<file path="src/rtl/ram_requester.sv">
// Single-word SRAM access initiator: turns a valid/ready request into a sequenced
// active-low enable/strobe access and returns a one-cycle response (data or timeout).
module ram_requester #(
    parameter int unsigned SETUP_CYCLES = 1,
    parameter int unsigned TIMEOUT      = 64
) (
    input  logic        clk,
    input  logic        rst,
    input  logic        req_valid,
    output logic        req_ready,
    input  logic        req_write,
    input  logic [16:0] req_addr,
    input  logic [15:0] req_wdata,
    output logic        rsp_valid,
    output logic [15:0] rsp_rdata,
    output logic        rsp_err,
    output logic [7:0]  err_count,
    output logic        mem_en_n,
    output logic        mem_re_n,
    output logic        mem_we_n,
    output logic [16:0] mem_addr,
    output logic [15:0] mem_wdata,
    input  logic [15:0] mem_rdata,
    input  logic        mem_done
);

    typedef enum logic [1:0] {
        ST_IDLE    = 2'd0,
        ST_SETUP   = 2'd1,
        ST_ACCESS  = 2'd2,
        ST_RELEASE = 2'd3
    } state_e;

    localparam int TW = (TIMEOUT > 32'd1) ? $clog2(TIMEOUT) : 1;
    localparam logic [3:0]    SETUP_LAST   = 4'(SETUP_CYCLES - 32'd1);
    localparam logic [TW-1:0] TIMEOUT_LAST = TW'((TIMEOUT > 32'd0) ? (TIMEOUT - 32'd1) : 32'd0);

    state_e        state_q,     state_d;
    logic          write_q,     write_d;
    logic [3:0]    setup_cnt_q, setup_cnt_d;
    logic [TW-1:0] timer_q,     timer_d;
    logic          mem_en_n_q,  mem_en_n_d;
    logic          mem_re_n_q,  mem_re_n_d;
    logic          mem_we_n_q,  mem_we_n_d;
    logic [16:0]   mem_addr_q,  mem_addr_d;
    logic [15:0]   mem_wdata_q, mem_wdata_d;
    logic          rsp_valid_q, rsp_valid_d;
    logic [15:0]   rsp_rdata_q, rsp_rdata_d;
    logic          rsp_err_q,   rsp_err_d;
    logic [7:0]    err_count_q, err_count_d;
    logic          timeout_hit_s;

    // Timeout fires on the ACCESS edge that completes the TIMEOUT-th cycle.
    assign timeout_hit_s = (TIMEOUT != 32'd0) && (timer_q == TIMEOUT_LAST);

    // Next-state and registered-output computation for the access sequencer.
    always_comb begin
        state_d     = state_q;
        write_d     = write_q;
        setup_cnt_d = setup_cnt_q;
        timer_d     = timer_q;
        mem_en_n_d  = mem_en_n_q;
        mem_re_n_d  = mem_re_n_q;
        mem_we_n_d  = mem_we_n_q;
        mem_addr_d  = mem_addr_q;
        mem_wdata_d = mem_wdata_q;
        rsp_valid_d = 1'b0;
        rsp_rdata_d = rsp_rdata_q;
        rsp_err_d   = rsp_err_q;
        err_count_d = err_count_q;

        case (state_q)
            ST_IDLE: begin
                mem_en_n_d = 1'b1;
                mem_re_n_d = 1'b1;
                mem_we_n_d = 1'b1;
                if (req_valid) begin
                    write_d     = req_write;
                    mem_addr_d  = req_addr;
                    mem_wdata_d = req_write ? req_wdata : 16'h0000;
                    setup_cnt_d = 4'd0;
                    timer_d     = '0;
                    state_d     = ST_SETUP;
                end else begin
                    state_d = ST_IDLE;
                end
            end
            ST_SETUP: begin
                if (setup_cnt_q == SETUP_LAST) begin
                    mem_en_n_d = 1'b0;
                    mem_re_n_d = write_q;
                    mem_we_n_d = ~write_q;
                    state_d    = ST_ACCESS;
                end else begin
                    setup_cnt_d = setup_cnt_q + 4'd1;
                end
            end
            ST_ACCESS: begin
                // A completing handshake takes priority over an expiring timer.
                if (mem_done) begin
                    rsp_valid_d = 1'b1;
                    rsp_rdata_d = write_q ? 16'h0000 : mem_rdata;
                    rsp_err_d   = 1'b0;
                    mem_en_n_d  = 1'b1;
                    mem_re_n_d  = 1'b1;
                    mem_we_n_d  = 1'b1;
                    state_d     = ST_RELEASE;
                end else if (timeout_hit_s) begin
                    rsp_valid_d = 1'b1;
                    rsp_rdata_d = 16'h0000;
                    rsp_err_d   = 1'b1;
                    err_count_d = (err_count_q == 8'hFF) ? 8'hFF : (err_count_q + 8'd1);
                    mem_en_n_d  = 1'b1;
                    mem_re_n_d  = 1'b1;
                    mem_we_n_d  = 1'b1;
                    state_d     = ST_RELEASE;
                end else begin
                    timer_d = timer_q + TW'(1);
                end
            end
            ST_RELEASE: begin
                // The memory path must drop done before another access may start.
                if (mem_done) begin
                    state_d = ST_RELEASE;
                end else begin
                    state_d = ST_IDLE;
                end
            end
            default: begin
                state_d    = ST_IDLE;
                mem_en_n_d = 1'b1;
                mem_re_n_d = 1'b1;
                mem_we_n_d = 1'b1;
            end
        endcase
    end

    // State and output registers; reset forces all strobes inactive immediately.
    always_ff @(posedge clk or negedge rst) begin
        if (!rst) begin
            state_q     <= ST_IDLE;
            write_q     <= 1'b0;
            setup_cnt_q <= 4'd0;
            timer_q     <= '0;
            mem_en_n_q  <= 1'b1;
            mem_re_n_q  <= 1'b1;
            mem_we_n_q  <= 1'b1;
            mem_addr_q  <= 17'h00000;
            mem_wdata_q <= 16'h0000;
            rsp_valid_q <= 1'b0;
            rsp_rdata_q <= 16'h0000;
            rsp_err_q   <= 1'b0;
            err_count_q <= 8'h00;
        end else begin
            state_q     <= state_d;
            write_q     <= write_d;
            setup_cnt_q <= setup_cnt_d;
            timer_q     <= timer_d;
            mem_en_n_q  <= mem_en_n_d;
            mem_re_n_q  <= mem_re_n_d;
            mem_we_n_q  <= mem_we_n_d;
            mem_addr_q  <= mem_addr_d;
            mem_wdata_q <= mem_wdata_d;
            rsp_valid_q <= rsp_valid_d;
            rsp_rdata_q <= rsp_rdata_d;
            rsp_err_q   <= rsp_err_d;
            err_count_q <= err_count_d;
        end
    end

    assign req_ready = (state_q == ST_IDLE);
    assign rsp_valid = rsp_valid_q;
    assign rsp_rdata = rsp_rdata_q;
    assign rsp_err   = rsp_err_q;
    assign err_count = err_count_q;
    assign mem_en_n  = mem_en_n_q;
    assign mem_re_n  = mem_re_n_q;
    assign mem_we_n  = mem_we_n_q;
    assign mem_addr  = mem_addr_q;
    assign mem_wdata = mem_wdata_q;

endmodule

</file>
<file path="config.mk">
export PLATFORM = sky130hd
export DESIGN_NAME = ram_requester
export DESIGN_NICKNAME = d
export VERILOG_FILES = /design/src/rtl/ram_requester.sv
export SDC_FILE = /design/constraint.sdc
export NUM_CORES = 1
export LEC_CHECK = 0
export CAP_MARGIN = 20
export CORE_ASPECT_RATIO = 1.25
export CORE_MARGIN = 1
export CORE_UTILIZATION = 40
export CTS_BUF_LIST = sky130_fd_sc_hd__clkbuf_8 sky130_fd_sc_hd__clkbuf_16
export DETAILED_ROUTE_END_ITERATION = 7
export PLACE_DENSITY = 0.71
export SETUP_SLACK_MARGIN = 0.15
export SKIP_LAST_GASP = 1
export SLEW_MARGIN = 10
export SYNTH_ARGS = -nofsm -noshare
export SYNTH_HDL_FRONTEND = slang
export SYNTH_SLANG_ARGS = --single-unit
</file>
<file path="constraint.sdc">
create_clock -name clk -period 2 [get_ports clk]
set_input_delay 0.6 -clock clk [delete_from_list [all_inputs] [get_ports clk]]
set_output_delay 0.6 -clock clk [all_outputs]
set_load 0.1 [all_outputs]
</file>
==> results by group, run 1 <==
Route
  – DRT iter0 DRCs: 193
  – Vias per cell: 5.14
  – Vias: 2893
  – DRC Markers: 0
  – Post-Route WL: 8480 um
  – WL/cell: 15.1 um
  – Pre-antenna DRT Iters: 4
  – Antenna-violating nets left: 0

GRT
  – First-pass GRT wire length: 13600 um
  – Initial antenna violation count: 0
  – Pin count of the biggest net entering global routing: 38
  – Total gr overflow: 0
  – Vias in the first global route: 2943
  – Gr usage total: 21.2%

Clocking
  – Root Driver: clkbuf_8
  – Hold buffers post-CTS: 0
  – CTS max path bufs: 2
  – CTS Buf Count: 9
  – Clock sink total: 75
  – Worst-path clk slew: 0.08 ns
  – Clk_lat worst skew: 0.34 ns
  – CTS tree: done
  – H-tree Lvls: 3

Run
  – Number of max-cap violations: 0

Timing
  – Relative slew margins: 66.0%
  – Fmax: 565 MHz
  – Final Hold Vio Count: 0
  – Measured slew at the worst slew-check pin: 0.510 ns
  – Min Clock Period, post-route: 1.77 ns
  – Count of pins over their slew limit: 0
  – Post-route clock period utilization: 88.5%
  – Clock skew: 0.0102 ns
  – RSZ-0062 raised after global routing: false
  – # setup viols final: 0

Logic synthesis
  – Register area share after synthesis: 57.8%
  – Synth cell count leaders: nand2_1, dfrtp_1, inv_1
  – Largest cells by area after synthesis: dfrtp_1, nand2_1, nand4b_1, nand3_1, o21ai_0
  – EDFF count, synth: 0
  – Ys flop type: dfrtp_1
  – Most common cell in the netlist: nand2_1
  – Cells after synthesis: 339
  – Syn Area/Cell: 9.60 um2
  – Top cell type's share of synthesized area: 55.3%
  – Synthesized Nets: 397
  – Netlist cell types: 37
  – Leading area contributor after synthesis: dfrtp_1
  – Share of synthesized registers carrying an async set or reset: 100%
  – Post-Syn Area: 0.00326 mm2
  – #FFs+latches synth: 75
  – YS warnings: 0

Die
  – Die Wd: 82.7 um
  – Num rows: 36
  – Die ar.: 0.00851 mm2
  – Core box area: 0.00784 mm2
  – Io pins: 117
  – Starting Density: 41.5%
  – Die Span Y: 103 um

Status
  – Status: finished, final reports clean

Place
  – Port Buffer Count: 116
  – Gp weighted congestion: 0.837
  – Hpwl dp: 6120 um

Critical path
  – Setup crit end kind: primary output
  – Critical Path RT: 1.40 ns
  – WP data arrival: 1.17 ns
  – CP Class: reg2out
  – Worst Setup Start Kind: flop
  – CP max FO: 9

Layout
  – Net count, final: 521
  – Share of layout cells above drive strength 1: 23.5%
  – Fill cells: 575
  – Post-synthesis to final-layout area growth: 67.6%
  – Final core occ: 69.6%
  – Diode count: 0

Worst hold path
  – HP Class: in2async
-- final cells by class --
type                       count  area (um2)  area share, %
tap                           95         119           2.18
multi-input combinational    225        1250           22.8
sequential                    75        1890           34.7
clock inverter                 7        70.1           1.28
inverter                      22        82.6           1.51
clock buffer                   9         124           2.27
timing repair buffer         130        1920           35.2
-- what timing repair did --
item	4_1_cts	5_1_grt
setup buffers	0	1
endpoints found under the setup margin	1	8
gates resized for setup	1	4
pin swaps	0	1
cloned	0	0
-- cell families after synthesis --
group	count (synthesis)	share of synthesized area, %
AO/OA/AOI/OAI	52	8.95
flip-flops	75	57.8
multiplexers	3	0.961
adder cells (fa/ha/maj)	4	1.54
AND/OR/NAND/NOR	163	25.2
buffers and inverters	39	4.77
XOR/XNOR	3	0.807
-- registers in the layout, summed over array words and instances, names as in the netlist --
register,cells
rsp_err,1
mem_wdata,16
timer_q,6
setup_cnt_q,4
mem_en_n,1
rsp_valid,1
mem_addr,17
mem_we_n,1
rsp_rdata,16
write_q,1
state_q,2
err_count,8
mem_re_n,1
-- per-stage QoR --
stage / hold WS, ns / TNS (ns) / cells / worst slack, ns / area (um2)
after floorplan: 0.304 / 0 / 339 / 0.147 / 3280
after global placement: 0.500 / -1.01 / 546 / -0.155 / 5240
after detailed placement: 0.516 / -1.55 / 546 / -0.233 / 5240
after CTS: 0.219 / 0 / 562 / 0.151 / 5430
after global routing: 0.233 / 0 / 563 / 0.159 / 5460
final: 0.212 / 0 / 563 / 0.230 / 5460
-- per-layer routing --
metal	part of all wire, %	track usage (%)	vias to the layer above
met5	0	0	-
met1	40	24.7	1392
li1	-	-	1387
met2	51	36.3	99
met3	6.7	6.28	15
met4	1.8	8.09	0
-- cells in the final DEF, fill, tap and decap left out, drive strengths merged, types with 7 or more instances in the layout --
cell type,count
dfrtp,72
buf,78
o21ai,21
nand2,94
clkbuf,9
nand4b,16
nand3,21
inv,23
clkdlybuf4s50,51
a21oi,16
and3,7
a31oi,8
nor2,10
-- path summary, 6_finish.rpt --
path | from | end | slack [ns] | cells after the start
max in group asynchronous | rst | mem_wdata[0] | 1.23 | 2
max reg2reg | err_count[0] | err_count[7] | 0.25 | 5
min | rst | rsp_rdata[9] | 0.21 | 1
min in group clk | timer_q[0] | timer_q[0] | 0.52 | 1
min reg2reg | timer_q[0] | timer_q[0] | 0.52 | 1
max | state_q[1] | req_ready | 0.23 | 2
-- worst max-delay path, stage by stage (launching register included) --
cell and delay, ns:
dfrtp_2 0.49, nor2_4 0.15, buf_12 0.19
Power of run 1 is not shown: default switching activity piles up to over one toggle a cycle in this logic, so the estimate is an artifact.
==> inputs of run 2 (changes only) <==
--- a/config.mk
+++ b/config.mk
@@ -7,7 +7,7 @@
 export LEC_CHECK = 0
 export CAP_MARGIN = 20
 export CORE_ASPECT_RATIO = 1.25
-export CORE_MARGIN = 1
+export CORE_MARGIN = 2
 export CORE_UTILIZATION = 40
 export CTS_BUF_LIST = sky130_fd_sc_hd__clkbuf_8 sky130_fd_sc_hd__clkbuf_16
 export DETAILED_ROUTE_END_ITERATION = 7
==> run 2 against run 1 <==
  * Fmax fell by 0.84%
  * Final area rose by 1.5%
  * Worst hold slack got worse by 0.035 ns
  * Critical path type unchanged
==> results by group, run 2 (synthesized netlist as in run 1, its figures left out) <==
GRT
  – Gr usage total: 20.1% (was 21.2%)
  – First-pass GRT wire length: 14300 um (was 13600 um)
  – Initial antenna violation count: 0 (unchanged)
  – Pin count of the biggest net entering global routing: 39 (was 38)
  – Total gr overflow: 0 (unchanged)
  – Vias in the first global route: 2939 (was 2943)

Place
  – Hpwl dp: 6280 um (was 6120 um)
  – Port Buffer Count: 116 (unchanged)
  – Gp weighted congestion: 0.880 (was 0.837)
  – Cell Area, Placed: 0.00527 mm2 (was 0.00524 mm2)

Clocking
  – Hold buffers post-CTS: 0 (unchanged)
  – Root Driver: clkbuf_8 (unchanged)
  – CTS tree: done (unchanged)
  – Worst-path clk slew: 0.08 ns (about the same)
  – Clock sink total: 75 (unchanged)
  – Clk_lat worst skew: 0.35 ns (was 0.34 ns)
  – H-tree Lvls: 3 (unchanged)
  – CTS Buf Count: 9 (unchanged)
  – CTS max path bufs: 2 (unchanged)

Critical path
  – Worst Setup Start Kind: flop (unchanged)
  – FF-to-FF path depth: 5 (unchanged)
  – CP max FO: 7 (was 9)
  – Reg2reg start: err_count[0] (unchanged)
  – Cells along the critical path: nor2_4 -> buf_12 (unchanged)
  – Setup crit end kind: primary output (unchanged)
  – Critical R2R Capture: err_count[7] (unchanged)
  – Crit-path max cell delay: 0.48 ns (was 0.49 ns)
  – FF-to-FF setup slack: 0.24 ns (was 0.25 ns)
  – WP data arrival: 1.18 ns (was 1.17 ns)
  – Critical Path RT: 1.40 ns (about the same)
  – Slowest CP cell: dfrtp_2 (unchanged)
  – CP Class: reg2out (unchanged)

Route
  – Post-Route WL: 8720 um (was 8480 um)
  – Met2 wire len: 4400 um (was 4370 um)
  – Antenna-violating nets left: 0 (unchanged)
  – WL/cell: 15.4 um (was 15.1 um)
  – Vias: 2928 (was 2893)
  – DRC Markers: 0 (unchanged)
  – Top sig layer: met4 (unchanged)
  – DRT met1 WL: 3660 um (was 3390 um)
  – DRT iter0 DRCs: 198 (was 193)
  – Met3 Wirelength: 471 um (was 569 um)
  – Pre-antenna DRT Iters: 4 (unchanged)
  – Vias per cell: 5.16 (was 5.14)

Layout
  – Post-synthesis to final-layout area growth: 70.1% (was 67.6%)
  – Final Cell Area: 0.00554 mm2 (was 0.00546 mm2)
  – Fill cells: 563 (was 575)
  – Diode count: 0 (unchanged)
  – Share of layout cells above drive strength 1: 24.4% (was 23.5%)
  – Net count, final: 525 (was 521)
  – Commonest cells after routing, fill and taps aside: nand2_1, buf_12, dfrtp_1 (was nand2_1, dfrtp_1, buf_12)
  – Commonest non-fill, non-tap cell in the layout: nand2_1 (unchanged)
  – Max FFs per register: 17 (unchanged)
  – Final core occ: 70.6% (was 69.6%)

Die
  – Die Wd: 84.7 um (was 82.7 um)
  – Die Span Y: 105 um (was 103 um)
  – Num rows: 36 (unchanged)
  – Starting Density: 41.5% (unchanged)
  – Io pins: 117 (unchanged)
  – Core box area: 0.00784 mm2 (unchanged)
  – Die ar.: 0.00888 mm2 (was 0.00851 mm2)

Timing
  – Fmax: 560 MHz (was 565 MHz)
  – Final Hold Vio Count: 0 (unchanged)
  – # setup viols final: 0 (unchanged)
  – Min Clock Period, post-route: 1.78 ns (was 1.77 ns)
  – Measured slew at the worst slew-check pin: 0.508 ns (was 0.510 ns)
  – Count of pins over their slew limit: 0 (unchanged)
  – Post-route clock period utilization: 89.2% (was 88.5%)
  – Relative slew margins: 66.1% (was 66.0%)
  – RSZ-0062 raised after global routing: false (unchanged)
  – Hold slack: 0.177 ns (was 0.212 ns)
  – Clock skew: 0.00784 ns (was 0.0102 ns)

Worst hold path
  – HP Class: in2async (unchanged)

Status
  – Status: finished, final reports clean (unchanged)

Run
  – Number of max-cap violations: 0 (unchanged)
## run 2: what timing repair did
action | CTS | global route
setup endpoints to repair | 8 | 1
resized for setup | 4 | 0
gates cloned | 0 | 0
setup buffers | 2 | 2
pin swaps | 1 | 0
## run 2: worst max-delay path by stage
stage,startpoint,to,slack [ns]
after floorplan,err_count[0],err_count[5],0.15
after CTS,state_q[1],req_ready,0.17
after detailed placement,mem_done,err_count[3],-0.22
final,state_q[1],req_ready,0.22
after global routing,state_q[1],req_ready,0.16
after global placement,mem_done,err_count[3],-0.18
## run 2: layout make-up
type / count / area (um2) / area share [%]
clock buffers: 11 / 151 / 2.73
clock inverters: 5 / 75.1 / 1.36
inverters: 22 / 82.6 / 1.49
multi-input cells: 225 / 1240 / 22.4
flip-flops and latches: 75 / 1890 / 34.2
well taps: 95 / 119 / 2.15
repair buffers: 134 / 1970 / 35.6
## run 2: worst max-delay path, delay by kind of cell (launching register included)
| family | cells | cell delay (ns) |
|---|---|---|
| buffers and inverters | 1 | 0.19 |
| flip-flops | 1 | 0.48 |
| AND/OR/NAND/NOR | 1 | 0.16 |
## run 2: layer usage
| layer | global-route usage [%] | up-vias |
|---|---|---|
| met1 | 25.5 | 1427 |
| met5 | 0 | - |
| met3 | 5.53 | 13 |
| li1 | - | 1389 |
| met4 | 7.82 | 0 |
| met2 | 32.6 | 99 |
## run 2: metrics by stage
stage	setup TNS, ns	setup WS (ns)	instances
global route	0	0.161	567
global placement	-1.20	-0.180	547
CTS	0	0.168	565
floorplan	0	0.147	339
detailed placement	-2.24	-0.222	547
finish	0	0.215	567
Power of run 2 is left out for the same reason.
==> inputs of run 3 (changes only) <==
--- a/config.mk
+++ b/config.mk
@@ -8,10 +8,10 @@
 export CAP_MARGIN = 20
 export CORE_ASPECT_RATIO = 1.25
 export CORE_MARGIN = 2
-export CORE_UTILIZATION = 40
+export CORE_UTILIZATION = 45
 export CTS_BUF_LIST = sky130_fd_sc_hd__clkbuf_8 sky130_fd_sc_hd__clkbuf_16
 export DETAILED_ROUTE_END_ITERATION = 7
-export PLACE_DENSITY = 0.71
+export PLACE_DENSITY = 0.78
 export SETUP_SLACK_MARGIN = 0.15
 export SKIP_LAST_GASP = 1
 export SLEW_MARGIN = 10
==> run 3 against run 2 <==
  * Largest cell class unchanged
  * Critical path depth unchanged
  * Clock-buffer cell count decreased by 1
  * Core utilization increased by 7.8 points
  * First-iteration DRC count decreased by 30%
  * Register-to-register slack got worse by 0.02 ns
  * Non-clock buffer count decreased by 3
  * Cell count decreased by 1.4%
  * Worst hold slack got worse by 0.042 ns
  * Final area decreased by 1.2%
  * Via count decreased by 0.79%
==> results by group, run 3 (synthesized netlist as in run 1, its figures left out) <==
Critical path
  – Setup crit end kind: primary output (unchanged)
  – CP Class: reg2out (unchanged)
  – Slowest CP cell: dfrtp_2 (unchanged)
  – Cells along the critical path: nor2_4 -> buf_12 (unchanged)
  – CP max FO: 9 (was 7)
  – Critical Path RT: 1.40 ns (about the same)
  – FF-to-FF path depth: 5 (unchanged)
  – CP endpoint: req_ready (unchanged)
  – WP data arrival: 1.20 ns (was 1.18 ns)
  – FF-to-FF setup slack: 0.22 ns (was 0.24 ns)
  – Critical R2R Capture: err_count[7] (unchanged)
  – Crit path launch: state_q[1] (unchanged)
  – Crit-path max cell delay: 0.50 ns (was 0.48 ns)
  – Reg2reg start: err_count[0] (unchanged)
  – Worst Setup Start Kind: flop (unchanged)

Layout
  – Post-synthesis to final-layout area growth: 68.1% (was 70.1%)
  – Diode count: 0 (unchanged)
  – Commonest cells after routing, fill and taps aside: nand2_1, dfrtp_1, buf_12 (was nand2_1, buf_12, dfrtp_1)
  – Share of layout cells above drive strength 1: 23.9% (was 24.4%)
  – Net count, final: 522 (was 525)
  – Commonest non-fill, non-tap cell in the layout: nand2_1 (unchanged)
  – Fill cells: 442 (was 563)
  – Final core occ: 78.4% (was 70.6%)
  – Max FFs per register: 17 (unchanged)

Clocking
  – Root Driver: clkbuf_8 (unchanged)
  – CTS Buf Count: 9 (unchanged)
  – Worst-path clk slew: 0.08 ns (about the same)
  – H-tree Lvls: 3 (unchanged)
  – CTS max path bufs: 2 (unchanged)
  – Clock sink total: 75 (unchanged)
  – CTS tree: done (unchanged)
  – Clk_lat worst skew: 0.34 ns (was 0.35 ns)
  – Hold buffers post-CTS: 0 (unchanged)

Die
  – Core box area: 0.00698 mm2 (was 0.00784 mm2)
  – Starting Density: 46.7% (was 41.5%)
  – Die Wd: 80.1 um (was 84.7 um)
  – Io pins: 117 (unchanged)
  – Die ar.: 0.00794 mm2 (was 0.00888 mm2)
  – Die Span Y: 99.1 um (was 105 um)
  – Num rows: 34 (was 36)

Timing
  – Min Clock Period, post-route: 1.80 ns (was 1.78 ns)
  – # setup viols final: 0 (unchanged)
  – Count of pins over their slew limit: 0 (unchanged)
  – Measured slew at the worst slew-check pin: 0.470 ns (was 0.508 ns)
  – Post-route clock period utilization: 89.9% (was 89.2%)
  – Relative slew margins: 68.6% (was 66.1%)
  – Final Hold Vio Count: 0 (unchanged)
  – Fmax: 556 MHz (was 560 MHz)
  – Clock skew: 0.0101 ns (was 0.00784 ns)
  – RSZ-0062 raised after global routing: false (unchanged)

GRT
  – Initial antenna violation count: 0 (unchanged)
  – Total gr overflow: 0 (unchanged)
  – Gr usage total: 22.7% (was 20.1%)
  – Vias in the first global route: 2970 (was 2939)
  – First-pass GRT wire length: 14100 um (was 14300 um)
  – Pin count of the biggest net entering global routing: 35 (was 39)

Place
  – Port Buffer Count: 116 (unchanged)
  – Gp weighted congestion: 0.865 (was 0.880)
  – Hpwl dp: 6340 um (was 6280 um)

Route
  – Pre-antenna DRT Iters: 4 (unchanged)
  – Antenna-violating nets left: 0 (unchanged)
  – Post-Route WL: 8470 um (was 8720 um)
  – Vias per cell: 5.20 (was 5.16)
  – DRT iter0 DRCs: 138 (was 198)
  – WL/cell: 15.2 um (was 15.4 um)
  – Vias: 2905 (was 2928)
  – DRC Markers: 0 (unchanged)

Run
  – Number of max-cap violations: 0 (unchanged)

Status
  – Status: finished, final reports clean (unchanged)

Worst hold path
  – HP Class: in2async (unchanged)
==> run 3: metal layers <==
| layer | global-route usage [%] | vias to the layer above | wire length (um) |
|---|---|---|---|
| li1 | - | 1382 | - |
| met1 | 27.8 | 1411 | 3250 |
| met2 | 38.3 | 98 | 4560 |
| met3 | 5.81 | 14 | 488 |
| met4 | 8.34 | 0 | 178 |
| met5 | 0 | - | 0 |
==> run 3: repair_timing <==
item | 4_1_cts | 5_1_grt
hold endpoints to repair | 0 | 0
setup buffers | 0 | 1
gates resized for setup | 2 | 4
endpoints found under the setup margin | 1 | 9
==> run 3: how the worst min path moves through the flow <==
stage | start | end | cells after the start
2_1_floorplan | rst | err_count[2] | 0
3_3_place_gp | mem_en_n | mem_en_n | 2
3_5_place_dp | rst | rsp_rdata[0] | 1
4_1_cts | rst | err_count[0] | 1
5_1_grt | rst | err_count[0] | 1
6_report | rst | rsp_rdata[0] | 1
==> run 3: cell type report <==
type / count / area, um2 / share of cell area (%)
inverters: 22 / 82.6 / 1.51
multi-input cells: 225 / 1250 / 22.8
flip-flops and latches: 75 / 1890 / 34.6
repair buffers: 131 / 1920 / 35.0
clock inverters: 6 / 81.3 / 1.49
well taps: 90 / 113 / 2.06
clock buffers: 10 / 138 / 2.52
==> run 3: per-stage QoR <==
stage          setup TNS (ns)  std cells  hold WS, ns  area (um2)  setup slack (ns)
6_report                    0        559        0.134        5470             0.201
4_1_cts                     0        558        0.123        5450             0.153
3_3_place_gp           -0.580        542        0.491        5230           -0.0946
5_1_grt                     0        559        0.138        5470             0.152
2_1_floorplan               0        339        0.304        3280             0.147
3_5_place_dp            -1.16        542        0.503        5230            -0.174
==> run 3: critical path, delay by kind of cell, from the launching register on <==
family        cells  cell delay [ns]
flops             1             0.50
simple gates      1             0.16
buf+inv           1             0.19
Power of run 3 is left out for the same reason.
